File: src/rtl/fetch_queue.sv
// Instruction fetch front end: fetch PC, one outstanding imem request and a DEPTH-entry {pc, inst}
// FIFO. Defining FETCH_PERF_CNT_EN adds redirect_count and stall_count outputs.
module fetch_queue #(
    parameter int unsigned DEPTH    = 4,
    parameter logic [31:0] RESET_PC = 32'h0040_0000,
    parameter int unsigned INST_W   = 32
) (
    input  logic                     clock,
    input  logic                     reset,
    output logic                     imem_req,
    output logic [31:0]              imem_addr,
    input  logic [INST_W-1:0]        imem_data,
    input  logic                     redirect_valid,
    input  logic [31:0]              redirect_pc,
    output logic                     out_valid,
    input  logic                     out_ready,
    output logic [INST_W-1:0]        out_inst,
    output logic [31:0]              out_pc,
    output logic [31:0]              out_next_pc,
`ifdef FETCH_PERF_CNT_EN
    output logic [31:0]              redirect_count,
    output logic [31:0]              stall_count,
`endif
    output logic [$clog2(DEPTH):0]   level
);
    localparam int unsigned AW = $clog2(DEPTH);
    localparam int unsigned LW = AW + 1;

    logic [31:0]       r_pc;
    logic [31:0]       r_tag;
    logic              r_inflight;
    logic [AW-1:0]     r_wptr;
    logic [AW-1:0]     r_rptr;
    logic [LW-1:0]     r_level;
    logic [31:0]       r_mem_pc   [DEPTH];
    logic [INST_W-1:0] r_mem_inst [DEPTH];

    logic              w_push;
    logic              w_pop;
    logic [LW:0]       w_used;
    logic              w_unused_bits;

    // Credit counts the outstanding response as occupied; a same-cycle pop is not credited.
    assign w_used        = {1'b0, r_level} + {{LW{1'b0}}, r_inflight};
    assign imem_req      = !reset && !redirect_valid && (w_used < (LW+1)'(DEPTH));
    assign imem_addr     = r_pc;
    assign out_valid     = !reset && (r_level != '0);
    assign level         = reset ? '0 : r_level;
    assign w_pop         = out_valid && out_ready;
    // A redirect or reset at this edge discards the response arriving now.
    assign w_push        = r_inflight && !reset && !redirect_valid;
    assign out_inst      = r_mem_inst[r_rptr];
    assign out_pc        = r_mem_pc[r_rptr];
    assign out_next_pc   = out_pc + 32'd4;
    assign w_unused_bits = ^redirect_pc[1:0];

    always_ff @(posedge clock) begin
        if (reset) begin
            r_pc       <= RESET_PC;
            r_tag      <= '0;
            r_inflight <= 1'b0;
            r_wptr     <= '0;
            r_rptr     <= '0;
            r_level    <= '0;
        end else if (redirect_valid) begin
            r_pc       <= {redirect_pc[31:2], 2'b00};
            r_inflight <= 1'b0;
            r_wptr     <= '0;
            r_rptr     <= '0;
            r_level    <= '0;
        end else begin
            r_inflight <= imem_req;
            if (imem_req) begin
                r_pc  <= r_pc + 32'd4;
                r_tag <= r_pc;
            end
            if (w_push) r_wptr <= r_wptr + AW'(1);
            if (w_pop)  r_rptr <= r_rptr + AW'(1);
            case ({w_push, w_pop})
                2'b10:   r_level <= r_level + LW'(1);
                2'b01:   r_level <= r_level - LW'(1);
                default: r_level <= r_level;
            endcase
        end
    end

    always_ff @(posedge clock) begin
        if (w_push) begin
            r_mem_pc[r_wptr]   <= r_tag;
            r_mem_inst[r_wptr] <= imem_data;
        end
    end

`ifdef FETCH_PERF_CNT_EN
    logic [31:0] r_redirect_count;
    logic [31:0] r_stall_count;

    always_ff @(posedge clock) begin
        if (reset) begin
            r_redirect_count <= '0;
            r_stall_count    <= '0;
        end else begin
            if (redirect_valid)          r_redirect_count <= r_redirect_count + 32'd1;
            if (out_valid && !out_ready) r_stall_count    <= r_stall_count + 32'd1;
        end
    end

    assign redirect_count = r_redirect_count;
    assign stall_count    = r_stall_count;
`endif

endmodule

File: config.mk
export PLATFORM = sky130hd
export DESIGN_NAME = fetch_queue
export DESIGN_NICKNAME = d
export VERILOG_FILES = /design/src/rtl/fetch_queue.sv
export SDC_FILE = /design/constraint.sdc
export NUM_CORES = 1
export LEC_CHECK = 0
export BUFFER_PORTS_ARGS = -buffer_cell sky130_fd_sc_hd__buf_2
export CORE_AREA = 2 2 162 164
export CTS_CLUSTER_DIAMETER = 40
export CTS_CLUSTER_SIZE = 30
export DETAILED_ROUTE_END_ITERATION = 8
export DIE_AREA = 0 0 164 166
export PLACE_DENSITY = 0.8
export SKIP_LAST_GASP = 1
export SLEW_MARGIN = 20
export SYNTH_ARGS = -nofsm -noshare
export SYNTH_HDL_FRONTEND = slang
export SYNTH_SLANG_ARGS = --single-unit
File: constraint.sdc
create_clock -name clock -period 2.77 [get_ports clock]
set_input_delay 0.277 -clock clock [delete_from_list [all_inputs] [get_ports clock]]
set_output_delay 0.277 -clock clock [all_outputs]
set_load 0.1 [all_outputs]
; ---- Word-level counts from Yosys, hierarchy flattened
; Memories as Yosys holds them, arrays and structs flattened. A register that Yosys moved wholly into a read port is not among the register bits.
; Index checks and enable logic that the tools add are counted.
; W data, S select, Z words.
[word_totals]
reg_bits = 72
ram_bits = 256
input_bits = 68
output_inout_bits = 133
wordCells = 43
n_memories = 2
[memory_table]
columns = memory, words, word_bits, read_ports, rd_clocked_by_memory_dff, write_ports, line_no
row1 = r_mem_inst, 4, 32, 1, 1, 1, 36  ; logic [INST_W-1:0] r_mem_inst [DEPTH];
row2 = r_mem_pc, 4, 32, 1, 1, 1, 35  ; logic [31:0] r_mem_pc [DEPTH];
[classes]
addsub = 7
magnitude_cmp = 1
eq_ne = 2
mux = 10
bitwise = 1
n_reduce_logical = 13
[op_table]
columns = operator, n
row1 = $add A32 B3 Y32 const B, 2
row2 = $mux W32, 2
row3 = $mux W2, 4
row4 = $logic_and A1 B1 Y1, 6
row5 = $pmux W3 S2, 1
row6 = $add A2 B1 Y2 const B, 2
row7 = $add A3 B1 Y4, 1
row8 = $lt A4 B3 Y1 const B, 1
row9 = $reduce_bool A2 Y1, 2
row10 = $add A3 B1 Y3 const B, 1
row11 = $mux W3, 1
row12 = $reduce_bool A3 Y1, 1
row13 = $sub A3 B1 Y3 const B, 1
row14 = $eq A2 B1 Y1 const B, 1
row15 = $eq A2 B2 Y1 const B, 1
row16 = $logic_not A1 Y1, 2
row17 = $mux W1, 2
row18 = $reduce_and A2 Y1, 1
row19 = $reduce_or A2 Y1, 1
row20 = $not A1 Y1, 1

; ---- Depth between registers and ports, before layout
[depth]
ltp_word = 5
ltp_mapped = 10
ltp_nobuf = 9

; ---- Worst setup path after synthesis
; OpenSTA, ideal clock, no wires.
[synth_timing]
path_kind = flip-flop to output port
from = register with a tool-made name
to = output out_next_pc[22]
arrival_ns = 4.032
required_ns = 2.493
setup_slack_ns = -1.539
stages_incl_launch_ff = 8
path_buffers = 2
path_cell_list = dfxtp_1 buf_6 buf_8 mux4_1 nand4_1 nor3_4 nand4_1 xnor2_1
[synth_lines]
columns = element, line_no
row1 = end: declaration, 19  ; output logic [31:0] out_next_pc,

==> qor.yml <==
max_cap_violations: 0
cp-start-kind: "flip-flop"
die_x_um: 164
violations: "setup timing"
r2r_end: "imem_addr[30]$_SDFFE_PP0P_"
synthTopCellsByCount: "edfxtp_1, nand2_1, dfxtp_1"
clock_path_buffers: 3
clock.fmax_mhz: 317.3
setup-tns-final_ps: -5795
crit_chain: "buf_12 -> buf_12 -> mux4_2 -> ha_4 -> nand3_4 -> nor3_4 -> buf_6 -> buf_6 -> nand4_1 -> xnor2_4 -> buf_12"
drtIter0Drc: 685
areaGrowthSynthToFinish_pct: 37.45
cts_tree: "built"
worstSetupPathType: "reg -> out"
drc_errors: 0
multi_input_area_um2: 4431
setup_viol: 24
critPathMaxStageDelay_ps: 390
antenna_found_initial: 0
layout-drive-gt1-share: 0.4258
synth_most_common_cell: "edfxtp_1"
clkTransAtPathRegs_ps: 70
hold_viol_final: 0
cts.sinks: 318
fin_nets: 1219
dp_hpwl_mm: 18.12
power_mw: 10.82
outcome: "finished, violations left"
start_util: 0.5019
layoutNonFillerInstCount: 1507
htree_levels: 2
cp_max_fo: 5
syn_area_um2: 12860
die_area_um2: 27220
end_kind: "output pin"
cpMostUsedCell: "buf_12"
async_flop_share: 0
cp_slowest_cell: "mux4_2"
ys_top_cells_by_area: "edfxtp_1, dfxtp_1, mux4_2"
peakVddDrop_mv: 0.3831
r2r_cells: 8
dp_slack_ps: -55.26
grtUsageTotal: 0.2139
fillers: 1622
required_ps: 2490
clock_skew_ps: 22.86
hold_slack_ps: 18.19
numPortBuffers: 192
p_leak_nw: 6.580
synth_area_leader_cell: "edfxtp_1"
cp-endpoint: "out_next_pc[22]"
wl_per_cell_um: 19.32
syn_avg_cell_area_um2: 15.49
synth_edf_count: 248
ys_seq_elements: 318
period_minus_slack_ps: 3152
grt_overflow: 0
cts_made_buffers: 37
routed_via_density: 5.512
dp_cells: 1357
synth_cell_types: 58
grt_first_pass_wirelength_mm: 45.17
synth-seq-area-share: 0.6882
wirelength_mm: 29.12
slew_viol_final: 0
diodes: 0
finalWorstSetupSlack_ps: -381.7
cts_root_buf: "clkbuf_16"
rows: 59
p_per_area_nw_per_um2: 612.5
hp-class: "in -> reg"
worstMarginPinSlew_ps: 728.4
rsz0062_at_grt: "true"
ant_nets: 0
r2r_slack_ps: 510
synth_warnings: 0
syn-instance-count: 830
grt_pass1_vias: 8301
crit-reg2reg-launch: "imem_addr[3]$_SDFFE_PP0P_"
drtPass1Iterations: 5
place.gp.congestion: 0.8606
fin_crit_sh: 1.138
via_count: 8307
regArea_um2: 8856
synth_top_area_frac: 0.5792
insertion_delay_ps: 520
num_io_pins: 201
max_slew_margin: 0.5139
core_um2: 25620
die_h_um: 166
grt_max_degree: 63
arrival_ps: 2870
ys_dominant_reg_cell: "edfxtp_1"
[critical path, delay by kind of cell, from the launching register on]
kind                     cells  cell delay [ps]
multiplexers                 1              390
adder cells (fa/ha/maj)      1              160
XOR/XNOR                     1              240
flip-flops                   1              360
AND/OR/NAND/NOR              3              470
buffers and inverters        5              710
[routing by layer]
metal / global-route usage / wire [µm] / vias to the layer above
met2: 0.3677 / 14920 / 383
met4: 0.05492 / 500 / 0
met1: 0.2789 / 11410 / 4052
met5: 0 / 0 / -
li1: - / - / 3834
met3: 0.04321 / 2279 / 38
[area by class of cell]
class | count | area share
well taps | 335 | 0.02372
clock buffers | 39 | 0.05523
multi-input cells | 452 | 0.2507
flip-flops and latches | 318 | 0.5011
repair buffers | 323 | 0.1510
clock inverters | 29 | 0.01579
inverters | 11 | 0.002407
[per-stage QoR]
step,area (µm²),util
after floorplan,13420,-
after global placement,15380,0.6003
after detailed placement,15380,0.6003
after CTS,17460,0.6815
after global routing,17670,0.6899
final,17670,0.6899
[cells in the final DEF (no fill, tap or decap), types with 5 or more instances in the layout]
cell / instances
buf_12: 38
edfxtp_1: 248
nand3_1: 8
dlygate4sd3_1: 36
a31oi_1: 13
buf_2: 160
clkbuf_16: 39
o21ai_0: 23
dfxtp_1: 66
nand2b_1: 5
nor2_4: 5
nor3_1: 6
inv_6: 9
buf_4: 70
buf_6: 17
and4_1: 6
nand3_4: 9
nor2_1: 28
xnor2_4: 15
mux4_2: 62
inv_8: 6
xnor2_2: 5
conb_1: 6
inv_1: 10
xor2_4: 8
ha_1: 5
a21oi_1: 63
and3_1: 5
nand2_1: 86
nand4_1: 19
[state kept, by name, summed over array words and instances, names as in the netlist, named ones only]
register	cells
r_mem_inst	128
r_mem_pc	120
imem_addr	30
r_tag	30
r_level	3
r_rptr	2
r_wptr	2
r_inflight	1
[power by group]
group | switching [mW] | internal [mW] | leakage (nW) | total [mW]
Sequential | 0.0676 | 5.17 | 3.02 | 5.24
Combinational | 0.552 | 0.195 | 2.95 | 0.747
Clock | 2.12 | 2.72 | 0.615 | 4.84
Total | 2.74 | 8.08 | 6.58 | 10.8
[cells by family (layout without fill, tap and decap cells)]
| logic type | count (synthesis) | after routing | synth area share |
|---|---|---|---|
| adders and majority gates | 8 | 8 | 0.008369 |
| other | 1 | 6 | 0.0002917 |
| and+or+nand+nor | 222 | 222 | 0.08875 |
| AOI/OAI and AO/OA | 116 | 116 | 0.05119 |
| xor gates and xnor gates | 33 | 33 | 0.02248 |
| muxes | 67 | 67 | 0.1149 |
| DFF | 318 | 318 | 0.6882 |
| buffers and inverters | 65 | 402 | 0.02579 |
[what timing repair did]
item	CTS	global route
resized for setup	47	22
pin swaps	22	25
endpoints found under the setup margin	54	32
hold buffers	36	0
hold endpoints to repair	129	0
buffers inserted	32	14
[worst min-delay path by stage]
stage / from / to / depth (start not counted)
floorplan: imem_data[0] / r_mem_inst[0][0]$_DFFE_PP_ / 0
global placement: r_tag[13]$_SDFFE_PP0P_ / r_mem_pc[0][13]$_DFFE_PP_ / 0
detailed placement: r_tag[10]$_SDFFE_PP0P_ / r_tag[10]$_SDFFE_PP0P_ / 2
CTS: redirect_pc[6] / imem_addr[6]$_SDFFE_PP0P_ / 3
global route: redirect_pc[14] / imem_addr[14]$_SDFFE_PP0P_ / 3
finish: redirect_pc[14] / imem_addr[14]$_SDFFE_PP0P_ / 3
Note: power is estimated with default switching activity, not from simulation.
